$ cat src/rtl/mem_preload_ctrl.sv
// rtl/mem_preload_ctrl.sv - streamed memory preload/verify controller; read-back verify enabled by MEM_PRELOAD_VERIFY_EN
module mem_preload_ctrl #(
  parameter int DATA_WIDTH = 8,
  parameter int MEM_DEPTH  = 2048,
  parameter int ADDR_WIDTH = $clog2(MEM_DEPTH),
  parameter int ERR_WIDTH  = 16
) (
  input  logic                  clk,
  input  logic                  reset,
  input  logic                  start,
  input  logic [1:0]            mode,
  input  logic [ADDR_WIDTH-1:0] base_addr,
  input  logic [ADDR_WIDTH:0]   length,
  input  logic                  s_valid,
  input  logic [DATA_WIDTH-1:0] s_data,
  output logic                  s_ready,
  output logic                  mem_we,
  output logic                  mem_re,
  output logic [ADDR_WIDTH-1:0] mem_addr,
  output logic [DATA_WIDTH-1:0] mem_wdata,
  input  logic [DATA_WIDTH-1:0] mem_rdata,
  output logic                  hold_cpu,
  output logic                  busy,
  output logic                  done,
  output logic [ERR_WIDTH-1:0]  err_count,
  output logic [ADDR_WIDTH-1:0] first_err_addr
);

  localparam logic [2:0] ST_IDLE   = 3'd0;
  localparam logic [2:0] ST_LOAD   = 3'd1;
  localparam logic [2:0] ST_VERIFY = 3'd2;
  localparam logic [2:0] ST_DRAIN  = 3'd3;
  localparam logic [2:0] ST_DONE   = 3'd4;

`ifdef MEM_PRELOAD_VERIFY_EN
  localparam bit VERIFY_EN = 1'b1;
`else
  localparam bit VERIFY_EN = 1'b0;
`endif

  logic [2:0]            state_q, state_d;
  logic [1:0]            mode_q, mode_d;
  logic [ADDR_WIDTH-1:0] base_q, base_d;
  logic [ADDR_WIDTH:0]   len_q, len_d;
  logic [ADDR_WIDTH:0]   idx_q, idx_d;
  logic                  mem_we_q, mem_we_d;
  logic [ADDR_WIDTH-1:0] mem_addr_q, mem_addr_d;
  logic [DATA_WIDTH-1:0] mem_wdata_q, mem_wdata_d;

  logic                  handshake;
  logic                  last_word;
  logic                  drain_empty;
  logic [ADDR_WIDTH:0]   idx_inc;
  logic [ADDR_WIDTH-1:0] cur_addr;

  // s_ready depends only on state and remaining count so the source never sees a loop through s_valid
  assign s_ready   = ((state_q == ST_LOAD) || (state_q == ST_VERIFY)) && (idx_q != len_q);
  assign handshake = s_valid && s_ready;
  assign idx_inc   = idx_q + 1'b1;
  assign last_word = (idx_inc == len_q);
  // MEM_DEPTH is a power of two, so the truncating add gives the wrap-around address
  assign cur_addr  = base_q + idx_q[ADDR_WIDTH-1:0];

  assign busy      = (state_q == ST_LOAD) || (state_q == ST_VERIFY) || (state_q == ST_DRAIN);
  assign hold_cpu  = busy;
  assign done      = (state_q == ST_DONE);
  assign mem_we    = mem_we_q;
  assign mem_addr  = mem_addr_q;
  assign mem_wdata = mem_wdata_q;

  // Sequencer: latch the request, walk the region, issue one registered access per handshake
  always_comb begin
    state_d     = state_q;
    mode_d      = mode_q;
    base_d      = base_q;
    len_d       = len_q;
    idx_d       = idx_q;
    mem_we_d    = 1'b0;
    mem_addr_d  = mem_addr_q;
    mem_wdata_d = mem_wdata_q;
    case (state_q)
      ST_IDLE: begin
        if (start) begin
          mode_d = mode;
          base_d = base_addr;
          len_d  = length;
          idx_d  = '0;
          if (length == '0) begin
            state_d = ST_DONE;
          end else if (mode == 2'd1) begin
            state_d = VERIFY_EN ? ST_VERIFY : ST_DONE;
          end else begin
            state_d = ST_LOAD;
          end
        end
      end
      ST_LOAD: begin
        if (handshake) begin
          mem_we_d    = 1'b1;
          mem_addr_d  = cur_addr;
          mem_wdata_d = s_data;
          idx_d       = idx_inc;
          if (last_word) begin
            if (VERIFY_EN && (mode_q == 2'd2)) begin
              state_d = ST_VERIFY;
              idx_d   = '0;
            end else begin
              state_d = ST_DRAIN;
            end
          end
        end
      end
      ST_VERIFY: begin
        if (handshake) begin
          mem_addr_d = cur_addr;
          idx_d      = idx_inc;
          if (last_word) begin
            state_d = ST_DRAIN;
          end
        end
      end
      ST_DRAIN: begin
        if (drain_empty) begin
          state_d = ST_DONE;
        end
      end
      ST_DONE: state_d = ST_IDLE;
      default: state_d = ST_IDLE;
    endcase
  end

  // Sequencer and write-port registers; reset stops any access immediately
  always_ff @(posedge clk or posedge reset) begin
    if (reset) begin
      state_q     <= ST_IDLE;
      mode_q      <= '0;
      base_q      <= '0;
      len_q       <= '0;
      idx_q       <= '0;
      mem_we_q    <= 1'b0;
      mem_addr_q  <= '0;
      mem_wdata_q <= '0;
    end else begin
      state_q     <= state_d;
      mode_q      <= mode_d;
      base_q      <= base_d;
      len_q       <= len_d;
      idx_q       <= idx_d;
      mem_we_q    <= mem_we_d;
      mem_addr_q  <= mem_addr_d;
      mem_wdata_q <= mem_wdata_d;
    end
  end

`ifdef MEM_PRELOAD_VERIFY_EN
  logic                  mem_re_q, mem_re_d;
  logic [DATA_WIDTH-1:0] exp1_q, exp1_d;
  logic [DATA_WIDTH-1:0] exp2_q, exp2_d;
  logic                  cmp_q, cmp_d;
  logic [ADDR_WIDTH-1:0] cmp_addr_q, cmp_addr_d;
  logic [ERR_WIDTH-1:0]  err_q, err_d;
  logic [ADDR_WIDTH-1:0] ferr_q, ferr_d;

  // A read still in flight means its compare lands next cycle
  assign drain_empty    = !mem_re_q;
  assign mem_re         = mem_re_q;
  assign err_count      = err_q;
  assign first_err_addr = ferr_q;

  // Expected word trails the read by two stages so it meets mem_rdata; mismatches counted saturating
  always_comb begin
    mem_re_d   = (state_q == ST_VERIFY) && handshake;
    exp1_d     = mem_re_d ? s_data : exp1_q;
    exp2_d     = exp1_q;
    cmp_d      = mem_re_q;
    cmp_addr_d = mem_addr_q;
    err_d      = err_q;
    ferr_d     = ferr_q;
    if ((state_q == ST_IDLE) && start) begin
      err_d  = '0;
      ferr_d = '0;
    end else if (cmp_q && (mem_rdata != exp2_q)) begin
      if (err_q == '0) begin
        ferr_d = cmp_addr_q;
      end
      if (err_q != '1) begin
        err_d = err_q + 1'b1;
      end
    end
  end

  // Read/compare pipeline registers
  always_ff @(posedge clk or posedge reset) begin
    if (reset) begin
      mem_re_q   <= 1'b0;
      exp1_q     <= '0;
      exp2_q     <= '0;
      cmp_q      <= 1'b0;
      cmp_addr_q <= '0;
      err_q      <= '0;
      ferr_q     <= '0;
    end else begin
      mem_re_q   <= mem_re_d;
      exp1_q     <= exp1_d;
      exp2_q     <= exp2_d;
      cmp_q      <= cmp_d;
      cmp_addr_q <= cmp_addr_d;
      err_q      <= err_d;
      ferr_q     <= ferr_d;
    end
  end
`else
  logic unused_rdata;

  assign drain_empty    = 1'b1;
  assign unused_rdata   = ^mem_rdata;
  assign mem_re         = 1'b0;
  assign err_count      = '0;
  assign first_err_addr = '0;
`endif

endmodule

$ cat config.mk
export PLATFORM = sky130hd
export DESIGN_NAME = mem_preload_ctrl
export DESIGN_NICKNAME = d
export VERILOG_FILES = /design/src/rtl/mem_preload_ctrl.sv
export SDC_FILE = /design/constraint.sdc
export NUM_CORES = 1
export LEC_CHECK = 0
export CORE_MARGIN = 2
export CORE_UTILIZATION = 40
export DETAILED_ROUTE_END_ITERATION = 8
export HOLD_SLACK_MARGIN = 0.02
export PLACE_DENSITY = 0.72
export SLEW_MARGIN = 10
export SYNTH_ARGS = -nofsm -noshare
export SYNTH_HDL_FRONTEND = slang
export SYNTH_SLANG_ARGS = --single-unit
export TNS_END_PERCENT = 30
$ cat constraint.sdc
create_clock -name clk -period 4.55 [get_ports clk]
set_input_delay 0.91 -clock clk [delete_from_list [all_inputs] [get_ports clk]]
set_output_delay 0.91 -clock clk [all_outputs]
set_load 0.01 [all_outputs]
* Word level (Yosys, flattened, before mapping) *
Cells that the tools add are included.

word-level totals
  flip-flop bits (word level) = 58
  logic and storage cells = 43
  bits of input ports = 45

cells by class
  add/sub/neg operators = 2
  muxes and demuxes = 11
  eq/ne operators = 10
  reduce and logical (&&, ||, !) cells = 13

operators by type and width
  cell                     number
  $mux W12                 2
  $pmux W12 S2             1
  $mux W3                  5
  $add A12 B1 Y12 const B  1
  $eq A12 B12 Y1           1
  $logic_not A12 Y1        1
  $ne A12 B12 Y1           1
  $add A11 B11 Y11         1
  $pmux W3 S3              1
  $eq A3 B2 Y1 const B     2
  $reduce_and A2 Y1        3
  $reduce_and A3 Y1        2
  $ne A2 B1 Y1 const B     2
  $eq A3 B1 Y1 const B     1
  $eq A3 B3 Y1 const B     1
  $logic_not A3 Y1         1
  $eq A2 B1 Y1 const B     1
  $logic_and A1 B1 Y1      2
  $logic_or A1 B1 Y1       2
  $mux W1                  2
  $ne A2 B2 Y1 const B     1
  $reduce_bool A2 Y1       1
  $reduce_or A2 Y1         1

* Depth between registers and ports, before layout *
Gate-level depths: netlist of the first run.

  word-level depth = 6
  depth in mapped cells = 9

* Least setup slack after synthesis of the first run *
No wires, ideal clock.

  path kind = input-to-reg
  start point = input start
  end point = register base_q[0]
  stages = 4
  arrival = 2182 ps
  path slack = 2243 ps
  data required time = 4425 ps
  library setup time = 125 ps
  cell sequence = inv_1 > nor4_2 > clkbuf_1 > mux2_2

on the way
  longest elaborated chain between the ends = 1

ends and longest elaborated chain
  item                                line  text
  start, declared                     10    input logic start,
  $reduce_and A2 Y1 (no source line)  n/a
  end signal, assigned                146   base_q <= base_d;
  end, declared                       43    logic [ADDR_WIDTH-1:0] base_q, base_d;

No other way between the ends.
A chain may end at the register's enable or synchronous reset.

* Worst setup path after layout of the first run *
  start point = register idx_q[6]
  end point = output s_ready

on the way
  longest elaborated chain between the ends = 2

ends and longest elaborated chain
  item                    line  text
  start, declared         45    logic [ADDR_WIDTH:0] idx_q, idx_d;
  start signal, assigned  148   idx_q <= idx_d;
  $ne A12 B12 Y1          57    assign s_ready = ((state_q == ST_LOAD) || (state_q == ST_VERIFY)) && (idx_q != len_q);
  $logic_and A1 B1 Y1     57
  end, declared           16    output logic s_ready,

No other way between the ends.

==> results of run 1 <==
==> logic make-up (layout without fill, tap and decap cells) <==
| family | Yosys count | in the layout | share of synthesized area (%) |
|---|---|---|---|
| other | 1 | 28 | 0.108 |
| AO/OA/AOI/OAI | 48 | 48 | 9.42 |
| flip-flops | 58 | 58 | 41.7 |
| XOR/XNOR | 34 | 34 | 8.56 |
| multiplexers | 35 | 35 | 11.4 |
| AND/OR/NAND/NOR | 100 | 100 | 15.2 |
| buffers and inverters | 45 | 84 | 8.74 |
| adder cells (fa/ha/maj) | 13 | 13 | 4.89 |
==> layout make-up <==
type | count | area, sq um
timing repair buffer | 62 | 616
inverter | 6 | 22.5
tap | 108 | 135
clock buffer | 15 | 186
clock inverter | 1 | 30.0
sequential | 58 | 1450
multi-input combinational | 258 | 1830
fill | 811 | 4320
==> tightest hold or removal path: stages (launching register included) <==
cell	delay [ns]
dfrtp_1	0.34
nand2_1	0.04
o21ai_0	0.06
==> synth_stat cells, drive strengths merged (2+ instances only) <==
master	count	share of area, %
nand2b	4	0.72
nand4b	2	0.50
a31oi	3	0.54
nand3	8	1.2
nand4	2	0.36
xnor2	22	5.5
and3	3	0.54
xor2	12	3.0
nor2	22	2.6
and2	2	0.36
mux2	34	11
clkbuf	3	0.32
o21ai	16	2.3
buf	36	7.8
a21o	8	1.8
or4	3	0.75
dfrtp	58	42
nand2	23	2.5
a21oi	4	0.58
nor3	13	2.0
nor3b	2	0.43
a41oi	2	0.50
or3	2	0.36
ha	12	4.3
o31ai	2	0.83
a211oi	3	0.65
inv	6	0.65
o21a	3	0.65
o211ai	2	0.43
nor4	9	1.8
or2	2	0.36
==> through the flow <==
stage          utilization (%)  hold WS [ns]  setup slack, ns  total power [mW]  cells
3_3_place_gp              47.2         0.465             1.71              1.96    492
6_report                  49.8         0.475             1.34              2.49    508
3_5_place_dp              47.2         0.466             1.72              1.99    492
2_1_floorplan                -         0.487             2.21              1.66    361
5_1_grt                   49.8         0.513             1.25              2.69    508
4_1_cts                   49.8         0.485             1.33              2.52    508
==> sequential cells by signal, summed over array words and instances, names as in the netlist <==
register   flops
state_q        3
mem_wdata      8
mem_addr      11
mem_we         1
len_q         12
idx_q         12
base_q        11
==> power groups by stage <==
stage / sequential (mW) / clock [mW] / combinational, mW
global placement: 0.897 / 0 / 1.06
finish: 0.893 / 0.517 / 1.08
floorplan: 0.878 / 0 / 0.779
CTS: 0.898 / 0.532 / 1.09
detailed placement: 0.908 / 0 / 1.08
global route: 0.929 / 0.552 / 1.21
==> per-layer routing <==
layer | part of all wire (%) | global-route usage (%) | wire length [microns] | vias to the layer above
li1 | - | - | - | 1255
met2 | 47 | 26.4 | 3300 | 78
met4 | 2.3 | 7.91 | 161 | 0
met5 | 0 | 0 | 0 | -
met3 | 5.2 | 3.67 | 365 | 14
met1 | 46 | 20.0 | 3220 | 1251
==> worst paths after layout <==
check	start	endpoint	slack, ns	cells after the start
setup / recovery	idx_q[6]$_DFFE_PP0P_	s_ready	1.34	5
hold / removal	mem_addr[9]$_DFFE_PP0P_	mem_addr[9]$_DFFE_PP0P_	0.48	2
setup reg to reg	idx_q[6]$_DFFE_PP0P_	idx_q[2]$_DFFE_PP0P_	1.82	6
hold reg to reg	mem_addr[9]$_DFFE_PP0P_	mem_addr[9]$_DFFE_PP0P_	0.48	2
max in group asynchronous	reset	base_q[6]$_DFFE_PP0P_	2.79	3
min in group asynchronous	reset	mem_wdata[0]$_DFFE_PP0P_	0.93	2
==> impl_results.md, run 1 <==
- Max cap viols: 0
- GRT overflow: 0
- Final HPWL DP: around 5300 microns
- ANT nets after route: 0
- Buf+Inv Stages, Crit Path: 1
- Slew HR: a little under three fifths
- FP Rows: 34
- Leakage power: between 1.5 and 2 nW
- Post-CTS Setup Inserts: 0
- Wire per inst: 13.9 microns
- Full die area: between 0.009 and 0.01 sq mm
- Routability cong.: 0.890
- CTS Buf Count: 9
- CP max stage delay: 0.56 ns
- Combinational share of power: 43.3%
- Outcome: complete, no violations
- Commonest non-fill, non-tap cell in the layout: clkdlybuf4s50_1
- IO Port Bufs: 60
- Crit path max fanout: 7
- Power per cell area: around 580 mW/mm^2
- Vias in the first global route: roughly 2,500
- Top delay family on crit path: simple AND/OR/NAND/NOR gates
- Setup CP Type: reg -> out
- Drt via density: between 5 and 6
- Total wire length: about 7000 microns
- Total global-route track usage: between 10% and 20%
- Final setup vio count: 0
- Hold buffers post-CTS: 0
- Initial cell density of the core: between 40% and 50%
- Initial antenna violation count: 0
- Layout Area Growth over Synthesis: 22.9%
- CP max stage cell: or4_4
- Cells after synthesis: approximately 330
- Design area: 0.00428 sq mm
- Synthesis-stage register bit count: 58
- EDFF count, synth: 0
- CTS clock-pin slew for the worst setup and hold paths: about 0.060 ns
- Hold crit path type: reg -> reg
- Async SR Flop Fraction: 100%
- Register share of total power: between 30% and 40%
- Switching Share: 35.5%
- Min cycle time layout: between 3 and 4 ns
- Via total after detailed routing: ~2,600
- First-pass GRT wire length: around 12,000 microns
- Arrival @ worst endpoint: roughly 2.3 ns
- Later-pin clock latency in the skew report: 0.34 ns
- Max Buffers Root-to-Sink: 2
- Nets: approximately 450
- Die width: roughly 100 microns
- Worst-Margin Slew: 0.671 ns
- Root buf cell: clkbuf_8
- Unrepaired setup endpoints after global routing: false
- Final setup skew: between 0.005 and 0.006 ns
- Num ports: between 90 and 100
- Final max-slew violation count: 0
- Iteration-0 DRC Markers: roughly 150
- CP Launch Type: flip-flop
- Drt first pass iters: 4
- Internal power: 1.60 mW
- Crit share post-route: roughly 71%
- CP endpoint kind: output pin
- Chip Height: around 97 microns
- Core area: roughly 0.0086 sq mm
- Average size of a mapped cell: 10.4 sq um
- Post-Syn Area: 0.00348 sq mm
- Crit-path cells: xor2_1, or4_4, nor3_1, nor2_1, clkdlybuf4s50_1
- Final hold vios: 0
- DRC viols: 0
- Highest Clock Rate: about 310 MHz
- Clk pwr share: 20.8%
- Dpl cell area: between 0.004 and 0.005 sq mm
- Count of different cell masters after synthesis: 52
- Setup TNS: 0 ns
- VDD IR max: ~0.26 mV
- CP required: around 3.6 ns
- PostCTS Resize Cnt: 0
- CTS tree: done
- NetSw: 0.885 mW
- Register area share after synthesis: between 40% and 50%
- H-tree levels: 3
- Synth warnings: 0
- Pin count of the biggest net entering global routing: 34
- Most frequent cells in the layout: clkdlybuf4s50_1 (60), dfrtp_1 (58), mux2_2 (33), conb_1 (28), nand2_1 (23)
- Share of cells above drive strength 1: between 10% and 20%
- Total inserted antenna cells: 0
- Clock sinks: slightly below 60
- Dominant synthesized flop cell: dfrtp_1
No activity file was read; power rests on OpenSTA's default activity.
==> run 2: changes to the inputs <==
==> constraint.sdc (replaced) <==
create_clock -name clk -period 2.99 [get_ports clk]
set_input_delay 0.598 -clock clk [delete_from_list [all_inputs] [get_ports clk]]
set_output_delay 0.598 -clock clk [all_outputs]
set_load 0.01 [all_outputs]
==> run 2 against run 1 <==
Compared with the run above:
- sequential cell count unchanged
- die area did not move
- critical path depth unchanged
- setup slack lost 1.2 ns
- worst hold slack barely moved
- largest power group unchanged
- wire length increased by 2.0%
- global-route usage decreased by 0.12 points
- cell area grew 0.94%
- clock-buffer cell count shrank 4
- highest routed layer unchanged
- sequential power is 52% higher
- cell count is 0.98% higher
==> impl_results.md, run 2 (synthesis gave the netlist of run 1 again) <==
- Max cap viols: 0 (unchanged)
- Unrepaired setup endpoints after global routing: false (unchanged)
- Total inserted antenna cells: 0 (unchanged)
- Final setup vio count: 0 (unchanged)
- VDD IR max: 0.374 mV (was 0.264 mV)
- PostCTS Resize Cnt: 0 (unchanged)
- Combinational share of power: 43.6% (was 43.3%)
- GRT overflow: 0 (unchanged)
- Leakage power: 1.83 nW (was 1.81 nW)
- Chip Height: 97.3 microns (unchanged)
- CTS tree: done (unchanged)
- Share of cells above drive strength 1: 16.3% (was 15.0%)
- Initial cell density of the core: 40.5% (unchanged)
- Clock sinks: 58 (unchanged)
- H-tree levels: 3 (unchanged)
- Worst Setup SP: idx_q[6]$_DFFE_PP0P_ (unchanged)
- Worst-Margin Slew: 0.893 ns (was 0.671 ns)
- Crit path max fanout: 7 (unchanged)
- Commonest non-fill, non-tap cell in the layout: clkdlybuf4s50_1 (unchanged)
- Outcome: complete, no violations (unchanged)
- Final hold slack: 0.475 ns (about the same)
- CP required: 2.39 ns (was 3.64 ns)
- NetSw: 1.37 mW (was 0.885 mW)
- Internal power: 2.47 mW (was 1.60 mW)
- Finished Core Util: 50.2% (was 49.8%)
- R2R depth: 7 (was 6)
- Arrival @ worst endpoint: 2.27 ns (was 2.30 ns)
- Nets: 458 (was 453)
- Root buf cell: clkbuf_8 (unchanged)
- Multi-input logic area: 0.00183 sq mm (unchanged)
- Initial antenna violation count: 0 (unchanged)
- Setup CP Type: reg -> out (unchanged)
- Post-CTS Setup Inserts: 0 (unchanged)
- Register share of total power: 35.5% (was 35.9%)
- Final HPWL DP: 5520 microns (was 5270 microns)
- FP Rows: 34 (unchanged)
- Final setup skew: 0.00994 ns (was 0.00573 ns)
- Full die area: 0.00946 sq mm (unchanged)
- Hold buffers post-CTS: 0 (unchanged)
- Wire per inst: 14.0 microns (was 13.9 microns)
- Final max-slew violation count: 0 (unchanged)
- Power per cell area: 888 mW/mm^2 (was 582 mW/mm^2)
- ANT nets after route: 0 (unchanged)
- Pin count of the biggest net entering global routing: 45 (was 34)
- Vias in the first global route: 2,644 (was 2,548)
- R2R Path Start: idx_q[1]$_DFFE_PP0P_ (was idx_q[6]$_DFFE_PP0P_)
- First-pass GRT wire length: 12,200 microns (was 12,100 microns)
- DRC viols: 0 (unchanged)
- Hold-critical path depth: 2 (unchanged)
- Total global-route track usage: 16.0% (was 16.1%)
- Highest Clock Rate: about 350 MHz
- IO Port Bufs: 60 (unchanged)
- Drt via density: 5.05 (was 5.11)
- Num ports: 97 (unchanged)
- CP Launch Type: flip-flop (unchanged)
- Clk pwr share: 20.9% (was 20.8%)
- Via total after detailed routing: 2,589 (was 2,598)
- Setup TNS: 0 ns (unchanged)
- Min cycle time layout: approximately 2.9 ns
- Slew HR: 40.4% (was 55.0%)
- Max Buffers Root-to-Sink: 2 (unchanged)
- Iteration-0 DRC Markers: 109 (was 146)
- Hold crit path type: reg -> reg (unchanged)
- Later-pin clock latency in the skew report: 0.33 ns (was 0.34 ns)
- Core area: 0.00859 sq mm (unchanged)
- Most frequent cells in the layout: clkdlybuf4s50_1 (60), dfrtp_1 (58), mux2_2 (33), conb_1 (28), nand2_1 (23) (unchanged)
- Layout Area Growth over Synthesis: 24.0% (was 22.9%)
- CTS Buf Count: 9 (unchanged)
- Total wire length: 7190 microns (was 7050 microns)
- Crit share post-route: a little over nine tenths
- Min-delay src: mem_addr[9]$_DFFE_PP0P_ (unchanged)
- Drt first pass iters: 4 (unchanged)
- Filler Cell Count: 826 (was 811)
- Final hold vios: 0 (unchanged)
- Total power after layout: 3.83 mW (was 2.49 mW)
- Die width: 97.3 microns (unchanged)
- CP endpoint kind: output pin (unchanged)
- CTS clock-pin slew for the worst setup and hold paths: 0.07 ns (was 0.06 ns)
- Routability cong.: 0.882 (was 0.890)
- Largest regs: idx_q x12, len_q x12 (unchanged)
- Seq. cell area: 0.00145 sq mm (unchanged)
- Switching Share: 35.6% (was 35.5%)
run 2: changes by cell type in the layout (fill, tap and decap cells not counted):
cell and change:
clkbuf_1 -1, bufinv_16 +1, clkinvlp_4 +1, clkbuf_8 -3, clkinv_2 +2, buf_4 +5
run 2: stage by stage:
stage / setup WS [ns] / std cells / area [sq um]
after CTS: 0.0886 / 513 / 4320
after global routing: 0.000978 / 513 / 4320
after global placement: 0.467 / 497 / 4100
after detailed placement: 0.432 / 497 / 4100
final: 0.123 / 513 / 4320
after floorplan: 0.740 / 361 / 3580
run 2: final timing paths:
path | slack, ns | endpoint
max | 0.12 | s_ready
min | 0.48 | mem_addr[9]$_DFFE_PP0P_
max reg2reg | 0.37 | state_q[0]$_DFFE_PP0P_
min reg2reg | 0.48 | mem_addr[9]$_DFFE_PP0P_
max in group asynchronous | 1.55 | mem_wdata[7]$_DFFE_PP0P_
min in group asynchronous | 0.77 | len_q[1]$_DFFE_PP0P_
run 2: metal layers:
metal	GRT usage [%]	part of all wire, %	vias up
met5	0	0	-
met1	19.6	45	1237
met3	4.10	5.0	8
met2	27.2	49	80
met4	5.88	1.2	0
li1	-	-	1264
run 2: power by group through the flow:
stage	logic, mW	registers (mW)	clock network, mW
after floorplan	1.19	1.34	0
after global placement	1.63	1.36	0
after detailed placement	1.68	1.38	0
after CTS	1.69	1.37	0.824
after global routing	1.86	1.41	0.863
final	1.67	1.36	0.802
run 2: area by class of cell:
cell class              instances  area share, %
clock inverters                 5           1.80
repair buffers                 67           15.1
flip-flops and latches         58           33.6
well taps                     108           3.13
multi-input cells             258           42.5
inverters                       6          0.522
clock buffers                  11           3.28
run 2: critical path, stage by stage, from the launching register on:
cell and delay, ns:
dfrtp_1 0.47, xor2_1 0.21, or4_4 0.56, nor3_1 0.15, nor2_1 0.07, clkdlybuf4s50_1 0.49
==> run 3: changes to the inputs <==
--- a/config.mk
+++ b/config.mk
@@ -5,7 +5,6 @@
 export SDC_FILE = /design/constraint.sdc
 export NUM_CORES = 1
 export LEC_CHECK = 0
-export CORE_MARGIN = 2
 export CORE_UTILIZATION = 40
 export DETAILED_ROUTE_END_ITERATION = 8
 export HOLD_SLACK_MARGIN = 0.02
==> run 3 against run 2 <==
Compared with the run above:
- non-clock buffer count up 1
- worst hold slack better by 0.0049 ns
- largest power group unchanged
- critical path type unchanged
- fmax up 0.40%
- register-to-register slack better by 0.03 ns
- setup slack better by 0.011 ns
- total power up 4.6%
- combinational power about the same
- largest cell class unchanged
==> impl_results.md, run 3 (synthesis gave the netlist of run 1 again) <==
- Outcome: complete, no violations (unchanged)
- Final setup vio count: 0 (unchanged)
- ANT nets after route: 0 (unchanged)
- Worst-Margin Slew: 0.662 ns (was 0.893 ns)
- GRT overflow: 0 (unchanged)
- Hold crit path type: reg -> reg (unchanged)
- Internal power: 2.62 mW (was 2.47 mW)
- Num ports: 97 (unchanged)
- PostCTS Resize Cnt: 0 (unchanged)
- Initial cell density of the core: 41.9% (was 40.5%)
- Nets: 459 (was 458)
- CP max stage cell: or4_4 (unchanged)
- NetSw: 1.39 mW (was 1.37 mW)
- Clock sinks: 58 (unchanged)
- Hold buffers post-CTS: 0 (unchanged)
- Dpl cell area: 0.00410 sq mm (about the same)
- Die width: 95.3 microns (was 97.3 microns)
- H-tree levels: 3 (unchanged)
- Final Worst Setup Slack: 0.135 ns (was 0.123 ns)
- VDD IR max: 0.415 mV (was 0.374 mV)
- Pre-CTS setup slack: 0.420 ns (was 0.432 ns)
- Min cycle time layout: 2.86 ns (was 2.87 ns)
- Initial antenna violation count: 0 (unchanged)
- Largest regs: idx_q x12, len_q x12 (unchanged)
- Switching Share: 34.6% (was 35.6%)
- CP max stage delay: 0.56 ns (about the same)
- Final hold slack: 0.480 ns (was 0.475 ns)
- Root buf cell: clkbuf_8 (unchanged)
- Final max-slew violation count: 0 (unchanged)
- Max cap viols: 0 (unchanged)
- Max Buffers Root-to-Sink: 2 (unchanged)
- Dpl cells: 495 (was 497)
- Design area: 0.00437 sq mm (was 0.00432 sq mm)
- Total global-route track usage: 17.5% (was 16.0%)
- Slew HR: 55.6% (was 40.4%)
- Total wire length: 7180 microns (was 7190 microns)
- Unrepaired setup endpoints after global routing: false (unchanged)
- Full die area: 0.00908 sq mm (was 0.00946 sq mm)
- Drt first pass iters: 4 (unchanged)
- Vias in the first global route: 2,648 (was 2,644)
- Iteration-0 DRC Markers: 105 (was 109)
- FP Rows: 33 (was 34)
- Clk pwr share: 23.9% (was 20.9%)
- CTS Buf Count: 9 (unchanged)
- Finished Core Util: 52.6% (was 50.2%)
- Post-CTS Setup Inserts: 0 (unchanged)
- Core area: 0.00830 sq mm (was 0.00859 sq mm)
- Power per cell area: 918 mW/mm^2 (was 888 mW/mm^2)
- Final setup skew: 0.00782 ns (was 0.00994 ns)
- Post-Layout Cell Count: 511 (was 513)
- DRC viols: 0 (unchanged)
- Later-pin clock latency in the skew report: 0.34 ns (was 0.33 ns)
- Chip Height: 95.3 microns (was 97.3 microns)
- Commonest non-fill, non-tap cell in the layout: clkdlybuf4s50_1 (unchanged)
- Wire per inst: 14.1 microns (was 14.0 microns)
- Buf+Inv Stages, Crit Path: 1 (unchanged)
- CTS tree: done (unchanged)
- Arrival @ worst endpoint: 2.26 ns (was 2.27 ns)
- Layout Area Growth over Synthesis: 25.5% (was 24.0%)
- Drt via density: 5.09 (was 5.05)
- Top delay family on crit path: simple AND/OR/NAND/NOR gates (unchanged)
- Routability cong.: 0.873 (was 0.882)
- Final hold vios: 0 (unchanged)
- CTS clock-pin slew for the worst setup and hold paths: 0.07 ns (about the same)
- Crit share post-route: 95.5% (was 95.9%)
- CP endpoint kind: output pin (unchanged)
- Highest Clock Rate: 350 MHz (was 349 MHz)
- Total inserted antenna cells: 0 (unchanged)
- CP Launch Type: flip-flop (unchanged)
- Final HPWL DP: 5500 microns (was 5520 microns)
- Leakage power: 1.85 nW (was 1.83 nW)
- CP required: 2.39 ns (about the same)
- Register share of total power: 34.0% (was 35.5%)
- First-pass GRT wire length: 12,000 microns (was 12,200 microns)
- IO Port Bufs: 60 (unchanged)
- Share of cells above drive strength 1: 17.0% (was 16.3%)
- Crit-path cells: xor2_1, or4_4, nor3_1, nor2_1, clkdlybuf4s50_1 (unchanged)
- Via total after detailed routing: 2,599 (was 2,589)
- Total power after layout: 4.01 mW (was 3.83 mW)
- Setup CP Type: reg -> out (unchanged)
- Combinational share of power: 42.0% (was 43.6%)
- Setup TNS: 0 ns (unchanged)
- Pin count of the biggest net entering global routing: 30 (was 45)
- Crit path max fanout: 7 (unchanged)
- Most frequent cells in the layout: clkdlybuf4s50_1 (60), dfrtp_1 (57), mux2_2 (33), conb_1 (28), nand2_1 (23) (was clkdlybuf4s50_1 (60), dfrtp_1 (58), mux2_2 (33), conb_1 (28), nand2_1 (23))
- Filler Cell Count: 755 (was 826)
[run 3: cell count changes in the layout (fill, tap and decap cells not counted), sizes merged]
cell    change
clkbuf      -2
buf         +1
bufinv      +2
[run 3: power by group through the flow]
stage / combinational [mW] / clock (mW) / sequential [mW]
2_1_floorplan: 1.19 / 0 / 1.34
4_1_cts: 1.70 / 0.978 / 1.37
6_report: 1.68 / 0.960 / 1.36
3_3_place_gp: 1.63 / 0 / 1.37
5_1_grt: 1.87 / 1.02 / 1.41
3_5_place_dp: 1.68 / 0 / 1.39
[run 3: routing by layer]
layer	track usage, %	routed length [microns]	vias to the layer above
met2	29.0	3470	107
met4	7.70	119	0
met3	5.42	494	12
met1	20.7	3100	1221
met5	0	0	-
li1	-	-	1259
[run 3: worst paths after layout]
path | start | endpoint | slack [ns] | depth (start not counted)
max in group asynchronous | reset | idx_q[11]$_DFFE_PP0P_ | 1.69 | 3
setup / recovery | idx_q[6]$_DFFE_PP0P_ | s_ready | 0.13 | 5
setup reg to reg | idx_q[1]$_DFFE_PP0P_ | state_q[0]$_DFFE_PP0P_ | 0.40 | 7
hold reg to reg | mem_addr[8]$_DFFE_PP0P_ | mem_addr[8]$_DFFE_PP0P_ | 0.48 | 2
min in group asynchronous | reset | mem_we$_DFF_PP0_ | 0.65 | 2
hold / removal | mem_addr[8]$_DFFE_PP0P_ | mem_addr[8]$_DFFE_PP0P_ | 0.48 | 2
[run 3: final cells by class]
type	instances	area [sq um]	share of cell area, %
repair buffers	68	661	15.1
inverters	6	22.5	0.516
multi-input cells	258	1830	42.0
flip-flops and latches	58	1450	33.3
well taps	105	131	3.01
clock inverters	7	141	3.24
clock buffers	9	124	2.84
[run 3: worst register-to-register path: stages, from the launching register on]
cell      delay, ns
dfrtp_1        0.48
ha_1           0.28
and3_1         0.24
xnor2_1        0.12
or4_1          0.40
a311oi_1       0.47
a31oi_1        0.19
mux2_2         0.30
